## src/rtl/rosc_meas_ctrl_pkg.sv

```systemverilog
// Shared constants for the ring-oscillator measurement sequencer: parameter defaults
// and the FSM state encoding.
package rosc_meas_ctrl_pkg;

   localparam int HOLD_CYCLES_DEF   = 4;
   localparam int SETTLE_CYCLES_DEF = 4;
   localparam int GATE_W_DEF        = 24;
   localparam int MAX_RETRY_DEF     = 8;

   typedef logic [2:0] state_t;

   localparam state_t ST_IDLE    = 3'd0;
   localparam state_t ST_CLEAR   = 3'd1;
   localparam state_t ST_START   = 3'd2;
   localparam state_t ST_GATE    = 3'd3;
   localparam state_t ST_STOP    = 3'd4;
   localparam state_t ST_SETTLE  = 3'd5;
   localparam state_t ST_CAPTURE = 3'd6;
   localparam state_t ST_PRESENT = 3'd7;

endpackage

```

## src/rtl/rosc_meas_ctrl_if.sv

```systemverilog
// Result handshake between the measurement sequencer (master) and the readout logic (slave).
interface rosc_meas_ctrl_if;

   logic [31:0] result;
   logic        result_err;
   logic        result_valid;
   logic        result_ready;

   modport master (output result, result_err, result_valid, input result_ready);
   modport slave  (input result, result_err, result_valid, output result_ready);

endinterface

```

## src/rtl/rosc_cmd_hold.sv

```systemverilog
// Stretches a one-cycle request into a registered level held for HOLD_CYCLES clk cycles,
// long enough for the timer to sample it on its own oscillator edge.
module rosc_cmd_hold
   import rosc_meas_ctrl_pkg::*;
#(
   parameter int HOLD_CYCLES = HOLD_CYCLES_DEF
) (
   input  logic clk,
   input  logic rst_n,
   input  logic pulse,
   output logic level
);

   localparam int CW = $clog2(HOLD_CYCLES + 1);

   logic [CW-1:0] cnt;

   // NOTE: sequential state uses non-blocking assignments so every flop samples pre-edge values.
   always_ff @(posedge clk or negedge rst_n) begin
      if (!rst_n) begin
         level <= 1'b0;
         cnt   <= '0;
      end else if (pulse) begin
         level <= 1'b1;
         cnt   <= CW'(HOLD_CYCLES - 1);
      end else if (cnt != '0) begin
         cnt <= cnt - 1'b1;
      end else begin
         level <= 1'b0;
      end
   end

endmodule

```

## src/rtl/rosc_meas_ctrl.sv

```systemverilog
// Sequencer for the ring-oscillator timer: clear/start/gate/stop, then a two-sample
// stability capture of the asynchronous count, presented on a valid/ready port.
module rosc_meas_ctrl
   import rosc_meas_ctrl_pkg::*;
#(
   parameter int HOLD_CYCLES   = HOLD_CYCLES_DEF,
   parameter int SETTLE_CYCLES = SETTLE_CYCLES_DEF,
   parameter int GATE_W        = GATE_W_DEF,
   parameter int MAX_RETRY     = MAX_RETRY_DEF
) (
   input  logic              clk,
   input  logic              rst_n,
   input  logic              go,
   input  logic              continuous,
   input  logic [GATE_W-1:0] gate_cycles,
   output logic              timer_clear,
   output logic              timer_start,
   output logic              timer_stop,
   input  logic [31:0]       elapsed_count,
   output logic              busy,
   rosc_meas_ctrl_if.master  res
);

   typedef logic [GATE_W-1:0] cnt_t;

   localparam cnt_t HOLD_LOAD   = cnt_t'(HOLD_CYCLES - 1);
   localparam cnt_t SETTLE_LOAD = cnt_t'(SETTLE_CYCLES - 1);
   // Two priming cycles fill s0/s1 before the first of MAX_RETRY comparisons.
   localparam cnt_t CAP_LOAD    = cnt_t'(MAX_RETRY + 2);
   localparam cnt_t CAP_CMP     = cnt_t'(MAX_RETRY);
   localparam cnt_t CNT_ONE     = cnt_t'(1);

   state_t      state, state_nxt;
   cnt_t        cnt, cnt_nxt;
   cnt_t        gate_len;
   logic [31:0] s0, s1;
   logic [31:0] result_q;
   logic        err_q;
   logic        cnt_zero;
   logic        samples_match;

   assign cnt_zero      = (cnt == '0);
   assign samples_match = (s0 == s1);

   // NOTE: defaults first so every path assigns state_nxt/cnt_nxt and no latch is inferred.
   always_comb begin
      state_nxt = state;
      cnt_nxt   = cnt_zero ? cnt : cnt - 1'b1;
      case (state)
         ST_IDLE: if (go) begin
            state_nxt = ST_CLEAR;
            cnt_nxt   = HOLD_LOAD;
         end
         ST_CLEAR: if (cnt_zero) begin
            state_nxt = ST_START;
            cnt_nxt   = HOLD_LOAD;
         end
         ST_START: if (cnt_zero) begin
            state_nxt = ST_GATE;
            cnt_nxt   = gate_len - 1'b1;
         end
         ST_GATE: if (cnt_zero) begin
            state_nxt = ST_STOP;
            cnt_nxt   = HOLD_LOAD;
         end
         ST_STOP: if (cnt_zero) begin
            state_nxt = ST_SETTLE;
            cnt_nxt   = SETTLE_LOAD;
         end
         ST_SETTLE: if (cnt_zero) begin
            state_nxt = ST_CAPTURE;
            cnt_nxt   = CAP_LOAD;
         end
         ST_CAPTURE: if (cnt <= CAP_CMP && (samples_match || cnt == CNT_ONE)) begin
            state_nxt = ST_PRESENT;
         end
         ST_PRESENT: if (res.result_ready) begin
            state_nxt = continuous ? ST_CLEAR : ST_IDLE;
            cnt_nxt   = HOLD_LOAD;
         end
         default: state_nxt = ST_IDLE;
      endcase
   end

   always_ff @(posedge clk or negedge rst_n) begin
      if (!rst_n) begin
         state    <= ST_IDLE;
         cnt      <= '0;
         gate_len <= '0;
      end else begin
         state <= state_nxt;
         cnt   <= cnt_nxt;
         if (state == ST_IDLE && go)
            gate_len <= (gate_cycles == '0) ? cnt_t'(1) : gate_cycles;
      end
   end

   // s0 samples the asynchronous bus and gets a full cycle to resolve before it is compared.
   always_ff @(posedge clk or negedge rst_n) begin
      if (!rst_n) begin
         s0       <= '0;
         s1       <= '0;
         result_q <= '0;
         err_q    <= 1'b0;
      end else if (state == ST_CAPTURE) begin
         s0 <= elapsed_count;
         s1 <= s0;
         if (state_nxt == ST_PRESENT) begin
            result_q <= s0;
            err_q    <= !samples_match;
         end
      end
   end

   rosc_cmd_hold #(.HOLD_CYCLES(HOLD_CYCLES)) u_clear (
      .clk   (clk),
      .rst_n (rst_n),
      .pulse (state_nxt == ST_CLEAR && state != ST_CLEAR),
      .level (timer_clear)
   );

   rosc_cmd_hold #(.HOLD_CYCLES(HOLD_CYCLES)) u_start (
      .clk   (clk),
      .rst_n (rst_n),
      .pulse (state_nxt == ST_START && state != ST_START),
      .level (timer_start)
   );

   rosc_cmd_hold #(.HOLD_CYCLES(HOLD_CYCLES)) u_stop (
      .clk   (clk),
      .rst_n (rst_n),
      .pulse (state_nxt == ST_STOP && state != ST_STOP),
      .level (timer_stop)
   );

   assign busy             = (state != ST_IDLE);
   assign res.result       = result_q;
   assign res.result_err   = err_q;
   assign res.result_valid = (state == ST_PRESENT);

endmodule

```

## src/flat_wrapper.sv

```systemverilog
// flat-port wrapper written by rule: the top's interface ports become plain ports
module rosc_meas_ctrl_flat import rosc_meas_ctrl_pkg::*;
#(
   parameter int HOLD_CYCLES   = HOLD_CYCLES_DEF,
   parameter int SETTLE_CYCLES = SETTLE_CYCLES_DEF,
   parameter int GATE_W        = GATE_W_DEF,
   parameter int MAX_RETRY     = MAX_RETRY_DEF
)
  (clk, rst_n, go, continuous, gate_cycles, timer_clear, timer_start, timer_stop, elapsed_count, busy, res_result, res_result_err, res_result_valid, res_result_ready);
  rosc_meas_ctrl_if res_i ();
  input  logic clk;
  input  logic rst_n;
  input  logic go;
  input  logic continuous;
  input  logic [GATE_W-1:0] gate_cycles;
  output logic timer_clear;
  output logic timer_start;
  output logic timer_stop;
  input  logic [31:0] elapsed_count;
  output logic busy;
  output wire logic [$bits(res_i.result)-1:0] res_result;
  output wire logic [$bits(res_i.result_err)-1:0] res_result_err;
  output wire logic [$bits(res_i.result_valid)-1:0] res_result_valid;
  input wire logic [$bits(res_i.result_ready)-1:0] res_result_ready;
  assign res_result = res_i.result;
  assign res_result_err = res_i.result_err;
  assign res_result_valid = res_i.result_valid;
  assign res_i.result_ready = res_result_ready;
  rosc_meas_ctrl #(.HOLD_CYCLES(HOLD_CYCLES), .SETTLE_CYCLES(SETTLE_CYCLES), .GATE_W(GATE_W), .MAX_RETRY(MAX_RETRY)) u_core (.clk(clk), .rst_n(rst_n), .go(go), .continuous(continuous), .gate_cycles(gate_cycles), .timer_clear(timer_clear), .timer_start(timer_start), .timer_stop(timer_stop), .elapsed_count(elapsed_count), .busy(busy), .res(res_i));
endmodule
```

## config.mk

```make
export PLATFORM = sky130hd
export DESIGN_NAME = rosc_meas_ctrl_flat
export DESIGN_NICKNAME = d
export VERILOG_FILES = /design/src/rtl/rosc_meas_ctrl_pkg.sv /design/src/rtl/rosc_meas_ctrl_if.sv /design/src/rtl/rosc_cmd_hold.sv /design/src/rtl/rosc_meas_ctrl.sv /design/src/flat_wrapper.sv
export SDC_FILE = /design/constraint.sdc
export NUM_CORES = 1
export LEC_CHECK = 0
export ABC_AREA = 1
export CAP_MARGIN = 20
export CORE_MARGIN = 2
export CORE_UTILIZATION = 52
export DETAILED_ROUTE_END_ITERATION = 16
export PLACE_DENSITY = 0.77
export SETUP_SLACK_MARGIN = 0.2
export SLEW_MARGIN = 30
export SYNTH_ARGS = -nofsm -noshare
export SYNTH_HDL_FRONTEND = slang
export SYNTH_SLANG_ARGS = --single-unit
```

## constraint.sdc

```tcl
create_clock -name clk -period 2.3 [get_ports clk]
set_clock_uncertainty 0.15 [all_clocks]
set_input_delay 0.46 -clock clk [delete_from_list [all_inputs] [get_ports clk]]
set_output_delay 0.46 -clock clk [all_outputs]
set_load 0.005 [all_outputs]
```

; ---- After elaboration in Yosys (flattened, before gate mapping)
; Cells that the tools add are included.
[totals]
out_inout_bits = 38
n_memories = 0
register_bits = 160
latchBits = 0
inputBits = 61
mem_bits_rw = 0
elab_cells = 87
rom_bits = 0
[op_classes]
n_reduce_logical = 19
mux = 30
shifts = 0
magnitude_cmp = 1
bitwise = 0
n_mul = 0
eq_ne = 19
addsub = 5
n_div = 0
[ops]
columns = cell, count
row1 = two-way mux 24 bit, 7
row2 = case mux 24 bit (5 select lines), 1
row3 = zero test 24 bit, 2
row4 = "subtractor 24 x 1 -> 24 bit, second input constant", 2
row5 = two-way mux 3 bit, 14
row6 = equality test 32 bit, 1
row7 = "equality test 24 x 1 -> 1 bit, second input constant", 1
row8 = "<= comparator 24 x 4 -> 1 bit, second input constant", 1
row9 = case mux 3 bit (8 select lines), 1
row10 = "equality test 3 bit, second input constant", 6
row11 = nonzero test 3 bit, 4
row12 = "equality test 3 x 2 -> 1 bit, second input constant", 3
row13 = "subtractor 3 x 1 -> 3 bit, second input constant", 3
row14 = two-way mux 1 bit, 7
row15 = "equality test 3 x 1 -> 1 bit, second input constant", 2
row16 = "inequality test 2 bit, second input constant", 3
row17 = nonzero test 2 bit, 3
row18 = logical AND 1 bit, 5
row19 = zero test 3 bit, 1
row20 = "inequality test 3 x 1 -> 1 bit, second input constant", 1
row21 = "inequality test 3 x 2 -> 1 bit, second input constant", 1
row22 = "inequality test 3 bit, second input constant", 1
row23 = OR reduction 3 bit, 1
row24 = AND reduction 2 bit, 1
row25 = 2 further kinds, 2

; ---- Longest topological paths before layout
; Gate-level depths: netlist of run 1.
[logic_depth]
word_depth = 8
mapped_depth = 15
depth_no_buf = 15

; ---- By module
; Synthesis of run 1 repeated with hierarchy kept, for this count alone.
[hier_totals]
cells_unflattened = 1012
hier_area_um2 = 8150.3
[modules_own_cells]
columns = module, area_each_um2, instances, seq_area_each_um2, cells_each
row1 = rosc_meas_ctrl, 7549.7, 1, 3703.6, 940
row2 = rosc_cmd_hold, 200.2, 3, 100.1, 24

; ---- Worst setup path before layout of run 1
; No wires, ideal clock.
[synth_timing]
kind = register -> register
startpoint = reg u_core.cnt[0]
endpoint = reg u_core.cnt[0]
arrival_ns = 1.797
slack_ns = 0.223
period_less_slack_ns = 2.077
path_buffers = 0
path_stages_with_launch = 12
required_ns = 2.020
setup_ns = 0.130
path_cell_list = dfrtp_1 > inv_1 > ha_1 > nand2_4 > nor2_4 > nand3_4 > ha_1 > a21oi_1 > a21oi_1 > nand3_1 > nor2_1 > o21ai_0
[synth_via]
elab_chain_len = 4
word_cells_on_any_way = 9
classes_between = add/sub: 1 / mux: 7 / reduce/logical: 1
[synth_lines]
columns = item, line
row1 = "start, declared", rosc_meas_ctrl.sv:34  ; cnt_t cnt, cnt_nxt;
row2 = "start signal, assigned", rosc_meas_ctrl.sv:92  ; cnt <= cnt_nxt;
row3 = subtractor 24 x 1 -> 24 bit or zero test 24 bit (tied branches), "rosc_meas_ctrl.sv:48, rosc_meas_ctrl.sv:42"
row4 = two-way mux 24 bit, rosc_meas_ctrl.sv:48  ; cnt_nxt = cnt_zero ? cnt : cnt - 1'b1;
row5 = two-way mux 24 bit (on tied branches), -
row6 = case mux 24 bit (5 select lines) (*), rosc_meas_ctrl.sv:49  ; case (state)
row7 = net u_core.cnt_nxt[0], rosc_meas_ctrl.sv:34
; Mark *: on every way through the listed nets, which the timed path passes. The rest lies on a longest branch.
; A chain may end at the register's enable or synchronous reset.

; ---- Final worst setup path of run 1
[layout_timing]
startpoint = reg u_core.cnt[18]
endpoint = reg u_core.cnt[13]
[layout_via]
elab_chain_len = 4
word_cells_on_any_way = 8
classes_between = mux: 7 / reduce/logical: 1
[layout_lines]
columns = item, line
row1 = zero test 24 bit (*), rosc_meas_ctrl.sv:42  ; assign cnt_zero = (cnt == '0);
row2 = two-way mux 24 bit, rosc_meas_ctrl.sv:48
row3 = two-way mux 24 bit (on tied branches), -
row4 = case mux 24 bit (5 select lines) (*), rosc_meas_ctrl.sv:49
row5 = net u_core.cnt_nxt[13], rosc_meas_ctrl.sv:34
; Marked as above.

==> summary by stage, run 1 <==
Status
The run finished with clean final reports.

STA
The smallest setup slack after layout is 165.8 ps. The clock period could shrink to 2134 ps. Setup repair after global routing could not meet its margin everywhere.

Setup violations remaining at the end of the flow were counted as 0. The maximum clock frequency is 468.5 MHz. The number of max-slew violations in the final report came to 0. The relative max-transition margin is 0.5617. At the pin with the least slew margin, the transition time is 656.8 ps.

After routing, the total negative slack on setup checks comes to 0 ps. The final period utilization is 0.9279. The final count of hold timing violations is 0.

Run
The max-cap violation count is 0.

Clock tree
TritonCTS built the clock tree. After clock tree synthesis, the clock-pin slew on the worst setup and hold paths is 60 ps. The maximum buffer depth of the clock tree is 2. CTS built an H-tree with a depth of 4. Buffers inserted during clock tree synthesis total 17.

Clock tree synthesis selected as its root buffer the cell clkbuf_16. The later pin in the worst-skew pair is clocked with a latency of 420 ps. The sink count of the clock tree is 160.

Global routing
The initial antenna violation count is 0. The global routing usage summed across all routing layers is 0.2431. The total overflow left after global routing is 0. The number of global-route vias before repair is 6534.

The maximum number of pins on one net before global-route repair is 65. The global-route wire length before repair is 31.94 mm.

Logic synthesis
The summed instance area of the synthesized netlist is 0.008039 sq mm. The fraction of the mapped netlist area in compound gates was 0.1164. Among all flip-flop cells after synthesis, the most frequent one is dfrtp_1. The sequential share of the synthesized area is 0.4981. During synthesis, Yosys emitted a total of 0 warnings. In this run, synthesis inferred 0 flip-flops with an integrated enable. In the post-synthesis netlist, the biggest area contributors are dfrtp_1, nand2_1, o21ai_0, inv_1, nor2_1.

The number of distinct library cells after synthesis is 44. The cell type contributing the most total cell area after synthesis is dfrtp_1. Of the total synthesized cell area, the portion taken by XOR and XNOR cells is 0.05883. The fraction of synthesis flops using an asynchronous set or reset pin is 1.000. By count the netlist is led by nand2_1, dfrtp_1, inv_1, o21ai_0, nor2_1. Of the total synthesized cell area, the portion taken by full adders, half adders and majority gates is 0.01868.

The cell with the most instances after synthesis is nand2_1. Counting every net in the synthesized netlist gives 1044. In the synthesized netlist, the number of instances is 971. The area share of the largest cell type after synthesis is 0.4981. The average cell area after synthesis is 8.279 sq um. Of the total synthesized cell area, the portion taken by AND, OR, NAND and NOR gates is 0.2372. The flip-flop and latch count after synthesis is 160. Measured against the total synthesized area, the mux share comes to 0. After synthesis, the largest family of logic cells by area is simple AND/OR/NAND/NOR gates.

Critical path
The element type at the critical path end is a flop. The largest single stage delay on the critical path is 440 ps. The number of cells on the worst reg-to-reg path is 10.

The largest fanout on the critical path is 7. STA puts the critical path data required time at 2440 ps. Walking the worst path, the cells encountered are nor2_2, nand2_2, nor2_4, nand3_4, buf_12, nand2_1, nand3_2, nor2_4, buf_4, o22ai_1.

The combined buffer and inverter count along the critical path is 2. By instance count, the cell type seen most on the critical path is nor2_4. By startpoint and endpoint, the worst setup path is classified as flop to flop. The cell count along the critical path is 10.

The arrival time of data at the critical path endpoint is 2280 ps. The slowest stage cell on the critical path is dfrtp_1. STA classifies the critical path startpoint as a flop. On the critical path the largest part of the delay comes from simple AND/OR/NAND/NOR gates.

Floorplan
The die extent in y is 128.3 microns. The initial standard-cell utilization of the core is 0.5308. The floorplan has 45 rows. Measured along the x axis, the die boundary spans 128.3 microns. After floorplanning, the core was sized to cover 0.01515 sq mm. The die outline area is 0.01647 sq mm. The top-level I/O count is 99.

Detailed routing
Dividing the detail-routed wire length by the instance count gives 15.82 microns. Before antenna repair, the detailed router went through 5 iterations. Using the TritonRoute via totals, the vias-per-cell ratio works out to 5.427. The sum of routed wire length over all layers is 21.13 mm.

After the first detailed-routing iteration, the DRC count stood at 644. The number of nets still failing antenna checks after routing is 0. The routed layout has 7251 vias. The remaining design rule violation count is 0.

Cells and area
The net total in the final layout is 1208. The share of final-layout standard cells stronger than drive strength 1 is 0.1821. The number of antenna diodes in the final layout is 0.

The signed area change from the synthesized netlist to the final layout is 33.45%.

Power and ir drop
Summed over all cells, the static leakage comes to 0.005070 uW. The worst ir drop on vdd is 0.0006302 V. The power density over the cells is 1319 mW/mm^2.

Place
The final estimated routing congestion in global placement is 0.9305. The placed wire-length estimate is 13.02 mm. During placement, the flow inserted port buffers numbering 98. The worst setup slack before clock tree synthesis is 89.26 ps.

Min path
Counting instances, the worst hold path has a depth of 2. The min-delay analysis places its worst path in the category flop to flop.
==> layout by cell type (no fill, tap or decap), types with 6 or more instances in the layout <==
cell type,count
nand2_1,245
dfrtp_1,153
o21ai_0,103
inv_1,96
clkdlybuf4s50_1,95
nor2_1,60
buf_4,58
o21ai_1,33
xnor2_1,31
xor2_1,22
nand3_1,22
clkbuf_16,19
nor2_4,18
nand2_2,17
nor2_2,15
a21oi_1,15
inv_2,14
nand4_1,11
ha_1,10
o22ai_1,9
nand2_4,8
nor3_1,8
dfrtp_2,7
buf_6,6
buf_12,6
==> worst min-delay path, delay by kind of cell (launching register included) <==
kind	cells	cell delay (ps)
DFF	1	340
and+or+nand+nor	2	110
==> what timing repair did <==
| action | in CTS | in global routing |
|---|---|---|
| endpoints found under the hold margin | 45 | 0 |
| hold buffers | 1 | 0 |
| pin swaps | 5 | 34 |
| gates resized for setup | 23 | 74 |
| setup buffers | 14 | 34 |
| endpoints found under the setup margin | 56 | 85 |
| gates cloned | 0 | 4 |
==> metal layers <==
| layer | up-vias | track usage | part of all wire |
|---|---|---|---|
| met3 | 39 | 0.05114 | 0.067 |
| met1 | 3486 | 0.3528 | 0.44 |
| met2 | 286 | 0.3733 | 0.47 |
| met4 | 0 | 0.06787 | 0.021 |
| li1 | 3440 | - | - |
| met5 | - | 0 | 0 |
==> kinds of logic (layout without fill, tap and decap cells) <==
group,after synthesis,after routing
buf+inv,140,316
flops,160,160
xor+xnor,54,54
compound gates,176,176
simple gates,429,430
fa+ha+maj,12,12
==> stage by stage <==
| step | power [uW] | instance area (sq um) | hold WS (ps) | utilization | std cells |
|---|---|---|---|---|---|
| after floorplan | 8423 | 8039 | 14.41 | - | 971 |
| after global placement | 9694 | 9326 | 277.2 | 0.6158 | 1251 |
| after detailed placement | 9835 | 9326 | 274.2 | 0.6158 | 1251 |
| after CTS | 13150 | 10130 | 332.4 | 0.6689 | 1298 |
| after global routing | 15120 | 10730 | 358.7 | 0.7083 | 1336 |
| final | 14150 | 10730 | 328.5 | 0.7083 | 1336 |
==> power by group <==
part | internal, uW | total [uW] | switching [uW]
sequential | 3890 | 4830 | 943
combinational | 2640 | 6300 | 3660
clock | 1830 | 3020 | 1190
==> worst paths after layout <==
kind / from / to / slack, ps
max in group asynchronous: rst_n / u_core.cnt[16] / 950
hold reg to reg: u_core.u_clear.cnt[0] / u_core.u_clear.cnt[0] / 330
hold / removal: u_core.u_clear.cnt[0] / u_core.u_clear.cnt[0] / 330
setup / recovery: u_core.cnt[18] / u_core.cnt[13] / 170
setup reg to reg: u_core.cnt[18] / u_core.cnt[13] / 170
min in group asynchronous: rst_n / u_core.gate_len[19] / 380
==> area by class of cell <==
class | instances | area (sq um)
Clock buffer | 17 | 425.4
Clock inverter | 15 | 206.4
Fill cell | 1052 | 4418
Inverter | 113 | 435.4
Multi-Input combinational cell | 672 | 3755
Sequential cell | 160 | 4013
Tap cell | 188 | 235.2
Timing Repair Buffer | 171 | 1658
==> sequential cells by signal, summed over array words and instances (netlist names) <==
register               flops
u_core.u_clear.cnt         3
u_core.gate_len           24
u_core.u_start.level       1
u_core.s1                 32
u_core.s0                 32
u_core.u_start.cnt         3
u_core.u_stop.cnt          3
u_core.u_stop.level        1
u_core.u_clear.level       1
u_core.cnt                24
u_core.state               3
u_core.res.result         32
u_core.res.result_err      1
Power figures use the tool's default switching activity.
==> run 2, diff against run 1 <==
HOLD_SLACK_MARGIN = 0.08   (was default)
PLACE_DENSITY = 0.85   (was 0.77)
==> summary by stage, run 2 (same netlist as run 1, synthesis figures left out) <==
Min path
The tightest min-delay check is of the flop to flop type.

Global routing
The global routing usage summed across all routing layers came to 0.2405 (-0.002570). The total overflow reported by the global router came to 0 (unchanged). The number of global-route vias before repair is 6713 (+2.7%). The initial antenna violation count is 0 (unchanged). The global-route wire length before repair is 31.35 mm (-1.9%). The maximum number of pins on one net before global-route repair is 65 (unchanged).

Run
The max-cap violation count is 0 (unchanged).

STA
The maximum clock frequency is 471.6 MHz (+0.65%). The final critical-path required period is 2121 ps (-13.75 ps). The number of max-slew violations in the final report came to 0 (unchanged). The relative max-transition margin is 0.6037 (+0.04204). Setup repair after global routing could not meet its margin everywhere. The smallest hold slack came to 330.7 ps (+2.188 ps). The transition time at the pin with the least slew margin came to 593.8 ps (-62.98 ps). The final period utilization came to 0.9220 (-0.005977). The final count of hold timing violations was 0 (unchanged). The final count of negative-setup-slack endpoints is 0 (unchanged).

Power and ir drop
The power density over the cells came to 1318 mW/mm^2 (about the same). The leakage power is 0.004881 uW (-3.7%). The worst ir drop on vdd was 0.0007575 V (+20%). The overall power consumption came to 13720 uW (-3.1%).

Detailed routing
The remaining design rule violation count was 0 (unchanged). The routed length per placed instance is 15.42 microns (-2.5%). The number of iterations in the first detailed-routing pass is 5 (unchanged). The number of nets still failing antenna checks after routing came to 0 (unchanged). The violation count after the first detailed-route iteration is 534 (-17%). The total vias in the final route came to 7051 (-2.8%). The sum of routed wire length over all layers came to 20.16 mm (-4.6%).

The average via count per standard cell is 5.395 (-0.60%).

Cells and area
Leaving out fill and tap cells, the most frequent cell in the layout is nand2_1. Leaving out fill and tap cells, the most frequent cells in the layout are nand2_1, dfrtp_1, o21ai_0, inv_1, clkdlybuf4s50_1. The number of inserted filler cells in the final layout came to 1089 (+3.5%).

The share of final-layout standard cells stronger than drive strength 1 is 0.1573 (-0.02477). The net total in the final layout is 1180 (-2.3%). Relative to the synthesized area, the layout overhead comes to 29.48%.

The antenna diode count is 0 (unchanged).

Floorplan
The horizontal extent of the die is 128.3 microns (unchanged). The die outline area was 0.01647 sq mm (unchanged). The initial standard-cell utilization of the core is 0.5308 (unchanged). The top-level I/O count is 99 (unchanged). The die extent in y is 128.3 microns (unchanged). The floorplan row count is 45 (unchanged).

The total core area is 0.01515 sq mm (unchanged).

Place
The count of buffers inserted at the top-level ports is 98 (unchanged). The placed wire-length estimate is 13.11 mm (+0.68%). The final estimated routing congestion in global placement is 0.9146 (-1.7%).

Critical path
The critical path data required time was 2520 ps (+80 ps). For this design, the slowest cell found on the critical path is dfrtp_1. The worst stage delay on the critical path came to 430 ps (about the same). The worst setup path is of the flop to flop kind. The largest fanout on the critical path is 5 (-2). The critical path startpoint category is a flop.

Traced cell by cell, the critical path runs through nor2_2, nand2_2, nor2_4, buf_6, nand2_4, nor4_4, nand2_2, nand2_2, nand3_4, nand2_1, nand2_1, nand2_1. The element type at the critical path end is a flop. The arrival time of data at the critical path endpoint is 2340 ps (+60 ps).

Status
The run finished with clean final reports.

Clock tree
The root buffer cell chosen for the clock tree is clkbuf_16. The CTS buffer count was 17 (unchanged). The CTS H-tree depth is 4 (unchanged). The maximum buffer depth of the clock tree is 2 (unchanged).

TritonCTS built the clock tree. The register clock-pin slew on the reported worst setup and hold paths is 60 ps (about the same). The clock insertion delay at the later pin of the skew report came to 430 ps (about the same).

The sink count of the clock tree is 160 (unchanged).
## run 2: final timing paths
path | from | to | slack, ps | cells after the start
min in group asynchronous | rst_n | u_core.gate_len[19] | 390 | 2
setup reg to reg | u_core.cnt[16] | u_core.u_clear.cnt[1] | 180 | 12
setup / recovery | u_core.cnt[16] | u_core.u_clear.cnt[1] | 180 | 12
max in group asynchronous | rst_n | u_core.state[0] | 890 | 3
hold / removal | u_core.u_clear.cnt[0] | u_core.u_clear.cnt[0] | 330 | 2
hold reg to reg | u_core.u_clear.cnt[0] | u_core.u_clear.cnt[0] | 330 | 2
## run 2: through the flow
step | cell area (sq um) | setup TNS, ps | worst slack, ps | util | instances
after floorplan | 8039 | 0 | 222.6 | - | 971
after detailed placement | 9309 | 0 | 105.7 | 0.6146 | 1247
after global placement | 9309 | 0 | 170.1 | 0.6146 | 1247
after global routing | 10410 | 0 | 73.18 | 0.6872 | 1307
after CTS | 9977 | -44.59 | -44.59 | 0.6587 | 1284
final | 10410 | 0 | 179.5 | 0.6872 | 1307
## run 2: power by group
part           total (uW)  switching [uW]  leakage, uW  internal, uW
sequential           4830             939      0.00201          3890
combinational        6170            3600      0.00259          2570
clock                2720            1190     0.000280          1540
## run 2: routing by layer
layer	global-route usage	routed length (microns)	vias to the layer above
li1	-	-	3396
met1	0.3136	8646	3340
met2	0.3942	9777	251
met3	0.04324	1072	64
met4	0.1112	661	0
met5	0	0	-
## run 2: area by class of cell
type | count | area [sq um] | area share
clock buffer | 18 | 439.2 | 0.04219
multi-input combinational | 671 | 3729 | 0.3582
tap | 188 | 235.2 | 0.02260
clock inverter | 13 | 128.9 | 0.01238
sequential | 160 | 4010 | 0.3853
inverter | 113 | 432.9 | 0.04159
timing repair buffer | 144 | 1434 | 0.1378
## run 2: critical path, delay by kind of cell (launching register included)
kind / cells / cell delay (ps)
and+or+nand+nor: 11 / 1350
buffers and inverters: 1 / 140
DFF: 1 / 430
## run 2: what timing repair did
| item | 4_1_cts | 5_1_grt |
|---|---|---|
| hold endpoints to repair | 47 | 0 |
| hold buffers | 1 | 0 |
| buffers inserted | 5 | 23 |
| gates resized for setup | 23 | 65 |
| endpoints found under the setup margin | 18 | 65 |
| pin swaps | 3 | 19 |
